--- src/rtl/mips_pkg.sv ---
// Shared pipeline constants and hazard-controller state encodings.
package mips_pkg;

    localparam int REG_IDX_W = 5;

    typedef enum logic [1:0] {
        HZ_RUN     = 2'd0,
        HZ_MULDIV  = 2'd1,
        HZ_LOCKOUT = 2'd2
    } hazardState_t;

    // A load in EX whose destination is read by the instruction in ID; $zero never conflicts.
    function automatic logic isLoadUse(
        input logic                 exMemRead,
        input logic [REG_IDX_W-1:0] exRt,
        input logic [REG_IDX_W-1:0] idRs,
        input logic [REG_IDX_W-1:0] idRt,
        input logic                 idUsesRt
    );
        return exMemRead && (exRt != '0) &&
               ((exRt == idRs) || (idUsesRt && (exRt == idRt)));
    endfunction

endpackage

--- src/rtl/sat_counter16.sv ---
// 16-bit event counter that sticks at all-ones instead of wrapping.
module sat_counter16 (
    input  logic        clk,
    input  logic        clrN,
    input  logic        en,
    output logic [15:0] count
);

    always_ff @(posedge clk or negedge clrN) begin
        if (!clrN) begin
            count <= '0;
        end else if (en && (count != 16'hFFFF)) begin
            count <= count + 16'd1;
        end
    end

endmodule

--- src/rtl/pipeline_hazard_ctrl.sv ---
// Five-stage pipeline hazard controller: load-use stall, taken-branch flush, optional mul/div hold.
// Optional mul/div occupancy support is built when HAZARD_MULDIV_EN is defined.
//
// state   | meaning
// RUN     | normal issue; load-use hazards stall PC and IF/ID for one cycle
// MULDIV  | multi-cycle mul/div occupying EX; front end frozen, EX/MEM fed bubbles
// LOCKOUT | cycle after a taken branch; hazard operands belong to flushed work
module pipeline_hazard_ctrl
    import mips_pkg::*;
#(
    parameter int unsigned MULDIV_CYCLES = 4
) (
    input  logic                 clk,
    input  logic                 rst,
    input  logic [REG_IDX_W-1:0] id_rs,
    input  logic [REG_IDX_W-1:0] id_rt,
    input  logic                 id_uses_rt,
    input  logic                 ex_memread,
    input  logic [REG_IDX_W-1:0] ex_rt,
    input  logic                 mem_branch_taken,
`ifdef HAZARD_MULDIV_EN
    input  logic                 ex_muldiv_start,
`endif
    output logic                 pc_write,
    output logic                 ifid_write,
    output logic                 idex_write,
    output logic                 ifid_flush,
    output logic                 idex_bubble,
    output logic                 exmem_flush,
    output logic [1:0]           state,
    output logic [15:0]          stall_cnt,
    output logic [15:0]          flush_cnt
);

    if ((MULDIV_CYCLES < 2) || (MULDIV_CYCLES > 15)) begin : gBadMuldivCycles
        $error("MULDIV_CYCLES must lie in 2..15");
    end

    hazardState_t stateQ;
    logic         loadUse;

`ifdef HAZARD_MULDIV_EN
    localparam logic [3:0] MULDIV_LOAD = 4'(MULDIV_CYCLES - 1);
    logic [3:0] muldivCnt;
`endif

    assign loadUse = isLoadUse(ex_memread, ex_rt, id_rs, id_rt, id_uses_rt) &&
                     (stateQ == HZ_RUN);
    assign state   = stateQ;

    // Outputs are forced to their idle values while reset is held.
    always_comb begin
        pc_write    = 1'b1;
        ifid_write  = 1'b1;
        idex_write  = 1'b1;
        ifid_flush  = 1'b0;
        idex_bubble = 1'b0;
        exmem_flush = 1'b0;
        if (rst) begin
            if (mem_branch_taken) begin
                ifid_flush  = 1'b1;
                idex_bubble = 1'b1;
                exmem_flush = 1'b1;
            end else if (stateQ == HZ_MULDIV) begin
                pc_write    = 1'b0;
                ifid_write  = 1'b0;
                idex_write  = 1'b0;
                exmem_flush = 1'b1;
            end else if (loadUse) begin
                pc_write    = 1'b0;
                ifid_write  = 1'b0;
                idex_bubble = 1'b1;
            end
        end
    end

    always_ff @(posedge clk or negedge rst) begin
        if (!rst) begin
            stateQ <= HZ_RUN;
`ifdef HAZARD_MULDIV_EN
            muldivCnt <= '0;
`endif
        end else if (mem_branch_taken) begin
            stateQ <= HZ_LOCKOUT;
`ifdef HAZARD_MULDIV_EN
            muldivCnt <= '0;
`endif
        end else begin
            case (stateQ)
                HZ_RUN: begin
`ifdef HAZARD_MULDIV_EN
                    if (ex_muldiv_start) begin
                        stateQ    <= HZ_MULDIV;
                        muldivCnt <= MULDIV_LOAD;
                    end
`endif
                end
`ifdef HAZARD_MULDIV_EN
                HZ_MULDIV: begin
                    if (muldivCnt == 4'd0) begin
                        stateQ <= HZ_RUN;
                    end else begin
                        muldivCnt <= muldivCnt - 4'd1;
                    end
                end
`endif
                HZ_LOCKOUT: stateQ <= HZ_RUN;
                default:    stateQ <= HZ_RUN;
            endcase
        end
    end

    sat_counter16 uStallCnt (
        .clk   (clk),
        .clrN  (rst),
        .en    (!pc_write),
        .count (stall_cnt)
    );

    sat_counter16 uFlushCnt (
        .clk   (clk),
        .clrN  (rst),
        .en    (ifid_flush),
        .count (flush_cnt)
    );

endmodule

--- config.mk ---
export PLATFORM = sky130hd
export DESIGN_NAME = pipeline_hazard_ctrl
export DESIGN_NICKNAME = d
export VERILOG_FILES = /design/src/rtl/mips_pkg.sv /design/src/rtl/sat_counter16.sv /design/src/rtl/pipeline_hazard_ctrl.sv
export SDC_FILE = /design/constraint.sdc
export NUM_CORES = 1
export LEC_CHECK = 0
export CAP_MARGIN = 0
export CORE_AREA = 2 2 67 69
export CTS_CLUSTER_DIAMETER = 40
export CTS_CLUSTER_SIZE = 30
export DETAILED_ROUTE_END_ITERATION = 12
export DIE_AREA = 0 0 69 71
export DONT_BUFFER_PORTS = 1
export GPL_TIMING_DRIVEN = 0
export PLACE_DENSITY = 0.65
export SLEW_MARGIN = 20
export SYNTH_ARGS = -nofsm -noshare
export SYNTH_HDL_FRONTEND = slang
export SYNTH_SLANG_ARGS = --single-unit
--- constraint.sdc ---
create_clock -name clk -period 6.8 [get_ports clk]
set_input_delay 2.04 -clock clk [delete_from_list [all_inputs] [get_ports clk]]
set_output_delay 2.04 -clock clk [all_outputs]
set_load 0.1 [all_outputs]
# Word level (Yosys, flattened, before mapping)
# Cells that the tools add are included.
[totals] reg_bits=34 out_inout_bits=40 wordCells=39
[classes] add_sub_neg=2 eq_ne=6 muxes=18 n_reduce_logical=10
[op_table] cell="adder 16 x 1 -> 16 bit, second input constant" n=2
[op_table] cell="inequality test 16 bit, second input constant" n=2
[op_table] cell="2-to-1 mux 1 bit" n=16
[op_table] cell="equality test 5 bit" n=2
[op_table] cell="logical AND 1 bit" n=6
[op_table] cell="nonzero test 5 bit" n=1
[op_table] cell="2-to-1 mux 2 bit" n=2
[op_table] cell="equality test 2 x 1 -> 1 bit, second input constant" n=1
[op_table] cell="logical NOT 2 bit" n=1
[op_table] cell="inequality test 2 bit, second input constant" n=1
[op_table] cell="logical NOT 1 bit" n=1
[op_table] cell="logical OR 1 bit" n=1

# Logic depth before layout (Yosys ltp)
[logic_depth] depth_word=11 depth_mapped=7 depth_no_buf=6

# Modules after synthesis
# A second synthesis with hierarchy kept.
[hier_totals] hier_cells=173 area_unflattened_um2=1948.1
[by_module_without_submodules] mod="sat_counter16" instances=2 cells_per_inst=72 area_per_inst_um2=859.6
[by_module_without_submodules] mod="pipeline_hazard_ctrl" instances=1 cells_per_inst=29 area_per_inst_um2=229.0

# Worst setup path after synthesis
# No wires, ideal clock.
[synth_path] path_type="input to output" start="input ex_rt[1]" end="output pc_write" arrival_ns=3.901 required_time_ns=4.760 slack_ns=0.859 cell_stages=6 path_cell_list="or4_1 o21ai_2 nand2b_1 buf_2 or2_2 buf_4"
[synth_between] elab_chain_len=9 word_cells_on_any_way=12
[synth_rtl] element="start, declared" line="pipeline_hazard_ctrl.sv:19" text="input logic [REG_IDX_W-1:0] ex_rt,"
[synth_rtl] element="equality test 5 bit" line="mips_pkg.sv:21" text="((exRt == idRs) || (idUsesRt && (exRt == idRt)));"
[synth_rtl] element="logical AND 1 bit" line="mips_pkg.sv:21"
[synth_rtl] element="logical OR 1 bit" line="mips_pkg.sv:21"
[synth_rtl] element="logical AND 1 bit *" line="mips_pkg.sv:20" text="return exMemRead && (exRt != '0) &&"
[synth_rtl] element="logical AND 1 bit *" line="pipeline_hazard_ctrl.sv:47" text="assign loadUse = isLoadUse(ex_memread, ex_rt, id_rs, id_rt, id_uses_rt) &&"
[synth_rtl] element="2-to-1 mux 1 bit * (4 in a row)"
[synth_rtl] element="end, declared" line="pipeline_hazard_ctrl.sv:24" text="output logic pc_write,"
# Mark *: on every way between the ends. The rest lies on a longest branch, timed or not.

# Worst setup path in the final report
# Same ends and word-level chain as after synthesis.

==> results.json <==
{
  "crit_slowest_cell": "or4_1",
  "layout.nets": 209,
  "mostFrequentLayoutCell": "dfrtp_1",
  "combPwrFrac_pct": 9.4,
  "power_switching_w": 0.0003042,
  "post_cts_buffers": 0,
  "top_usage_layer": "met2",
  "viasPerCell": 5.354,
  "yosysWarnings": 0,
  "clkTransAtPathRegs_ns": 0.07,
  "period_share_pct": 89.57,
  "synth_top_area_cell": "dfrtp_1",
  "htree_levels": 2,
  "met3_usage_pct": 6.125,
  "endpoint_kind": "output pin",
  "synth.distinct_cells": 35,
  "cts_buffers": 5,
  "rows": 24,
  "synth_nets": 202,
  "ctsHoldBuffers": 0,
  "holdCritPathClass": "register to register",
  "maxSlewHeadroom_pct": 30.19,
  "use_met1_pct": 18.09,
  "cp-start-kind": "input port",
  "grt_pass1_wl_um": 6058,
  "cts_root_buf": "clkbuf_8",
  "drc": 0,
  "dr.pass1.iters": 5,
  "finalSetupTns_ns": 0,
  "fp.dieW_um": 69,
  "gp_congestion": 0.7909,
  "hold_viol": 0,
  "maxSlewViolCount": 0,
  "drive_gt1_share_pct": 10.64,
  "drt-initial-drc-count": 90,
  "port_buffers": 0,
  "synth_top_cell_area_share_pct": 45.93,
  "grt_max_degree": 38,
  "slowest_delay_ns": 0.54,
  "rsz0062_at_grt": "no",
  "maxCapViolations": 0,
  "drt-total-wl_um": 3573,
  "p_int_w": 0.0003615,
  "crit_chain": "or4_1 -> o21ai_2 -> nand2b_1 -> buf_2 -> or2_2 -> buf_4",
  "vdd_ir_drop_max_mv": 0.3341,
  "path_max_fanout": 10,
  "grt_pass1_vias": 1299,
  "cp.arrival_ns": 4.05,
  "seq_area_frac_synth_pct": 45.93,
  "p_clk_share_pct": 28.7,
  "diodes": 0,
  "synth_cells": 180,
  "synth.cell_area_um2": 1798,
  "wire_per_inst_um": 14.89,
  "antenna_found_initial": 0,
  "power_density_nw_per_um2": 336.4,
  "yosys-top-cells-area": "dfrtp_1, xnor2_1, xor2_1",
  "area_growth_pct": 10.09,
  "cts_tree": "done",
  "place_hpwl_um": 2573,
  "min_period_ns": 6.091,
  "avgSynthCellArea_um2": 9.989,
  "final_cell_mix": "dfrtp_1, xnor2_1, xor2_1",
  "grt_util_met2_pct": 25.11,
  "grt_overflow": 0,
  "tightest_slew_ns": 1.047,
  "cts-resized-gates": 0,
  "netSwitchingFraction_pct": 45.70,
  "clkSinkCount": 33,
  "postRouteAntennaNets": 0,
  "finalSetupViolations": 0,
  "path_class": "input port to output pin",
  "r2r_slack_ns": 3.89,
  "status": "completed",
  "max_freq_ghz": 0.1642,
  "initial_core_util_pct": 42.77,
  "die_area_um2": 4899,
  "seq_power_share_pct": 61.9,
  "die_h_um": 71,
  "synth-seq-cells": 33,
  "finClkSkew_ns": 0.007136,
  "clk_path_buf_depth": 2,
  "leakage_nw": 0.8710,
  "grt.total_usage_pct": 15.35,
  "vias": 1285,
  "io_pins": 60,
  "core_um2": 4204,
  "insertion_delay_ns": 0.28,
  "finish.utilization_pct": 47.08,
  "required_ns": 4.76
}
## flip-flops by register name, indices dropped and copies added (netlist names)
name             cells
uFlushCnt.count     16
uStallCnt.count     16
state                1
## synthesized netlist by cell type (all sizes together)
| master | n |
|---|---|
| xor2 | 19 |
| nor3 | 9 |
| nor2 | 10 |
| or3 | 1 |
| inv | 4 |
| ha | 2 |
| nor4b | 2 |
| mux2 | 4 |
| nand2 | 15 |
| clkbuf | 3 |
| and4 | 2 |
| and3 | 2 |
| a21o | 1 |
| nor4 | 8 |
| a21oi | 1 |
| o21a | 1 |
| dfrtp | 33 |
| nor2b | 2 |
| xnor2 | 19 |
| nor3b | 3 |
| or4 | 4 |
| buf | 5 |
| o21ai | 3 |
| a211o | 1 |
| nand2b | 4 |
| nand3 | 13 |
| or2 | 2 |
| o22a | 1 |
| conb | 2 |
| nand4 | 4 |
## per-stage QoR
stage	std cells	worst slack [ns]	instance area, um^2	total power [W]	hold WS (ns)
6_report	240	0.7093	1979	0.0006658	1.089
5_1_grt	240	0.5912	1979	0.0006932	1.107
4_1_cts	240	0.6934	1979	0.0006744	1.092
3_5_place_dp	232	0.7020	1863	0.0004808	1.081
3_3_place_gp	232	0.6930	1863	0.0004788	1.073
2_1_floorplan	180	0.8587	1798	0.0004654	1.048
## area by class of cell
| cell class | count | area (um^2) |
|---|---|---|
| buffer | 8 | 46.29 |
| clock inverter | 1 | 30.03 |
| inverter | 4 | 15.01 |
| multi-input combinational | 135 | 910.9 |
| sequential | 33 | 825.8 |
| fill | 401 | 2225 |
| tap | 52 | 65.06 |
| clock buffer | 7 | 86.33 |
## logic make-up after synthesis
group	Yosys count	share of synthesized area, %
AO/OA/AOI/OAI	8	3.201
XOR/XNOR	38	18.51
adder cells (fa/ha/maj)	2	1.392
buffers and inverters	12	3.409
flip-flops	33	45.93
multiplexers	4	2.714
other	2	0.4177
AND/OR/NAND/NOR	81	24.43
## worst max-delay path, delay by kind of cell
kind,cells,cell delay [ns]
AND/OR/NAND/NOR,3,1.17
buffers and inverters,2,0.59
AO/OA/AOI/OAI,1,0.25
## layer usage
layer | wire length [um] | vias up
met1 | 1544 | 604
met4 | 41 | 0
met5 | 0 | -
li1 | - | 627
met3 | 281 | 7
met2 | 1706 | 47
## power groups by stage
stage | Clock (W) | Combinational, W | Sequential [W]
floorplan | 0 | 0.0000564 | 0.000409
global placement | 0 | 0.0000619 | 0.000417
detailed placement | 0 | 0.0000631 | 0.000418
CTS | 0.000198 | 0.0000634 | 0.000413
global route | 0.000205 | 0.0000701 | 0.000418
finish | 0.000191 | 0.0000628 | 0.000412
## final timing paths
path                                     start                   to  depth (start not counted)
min                        uStallCnt.count[13]  uStallCnt.count[13]                          1
max                                   ex_rt[1]             pc_write                          6
max in group asynchronous                  rst             state[1]                          0
max reg2reg                 uStallCnt.count[0]  uStallCnt.count[14]                          6
min reg2reg                uStallCnt.count[13]  uStallCnt.count[13]                          1
min in group asynchronous                  rst  uStallCnt.count[13]                          0
No activity file was read; power rests on OpenSTA's default activity.
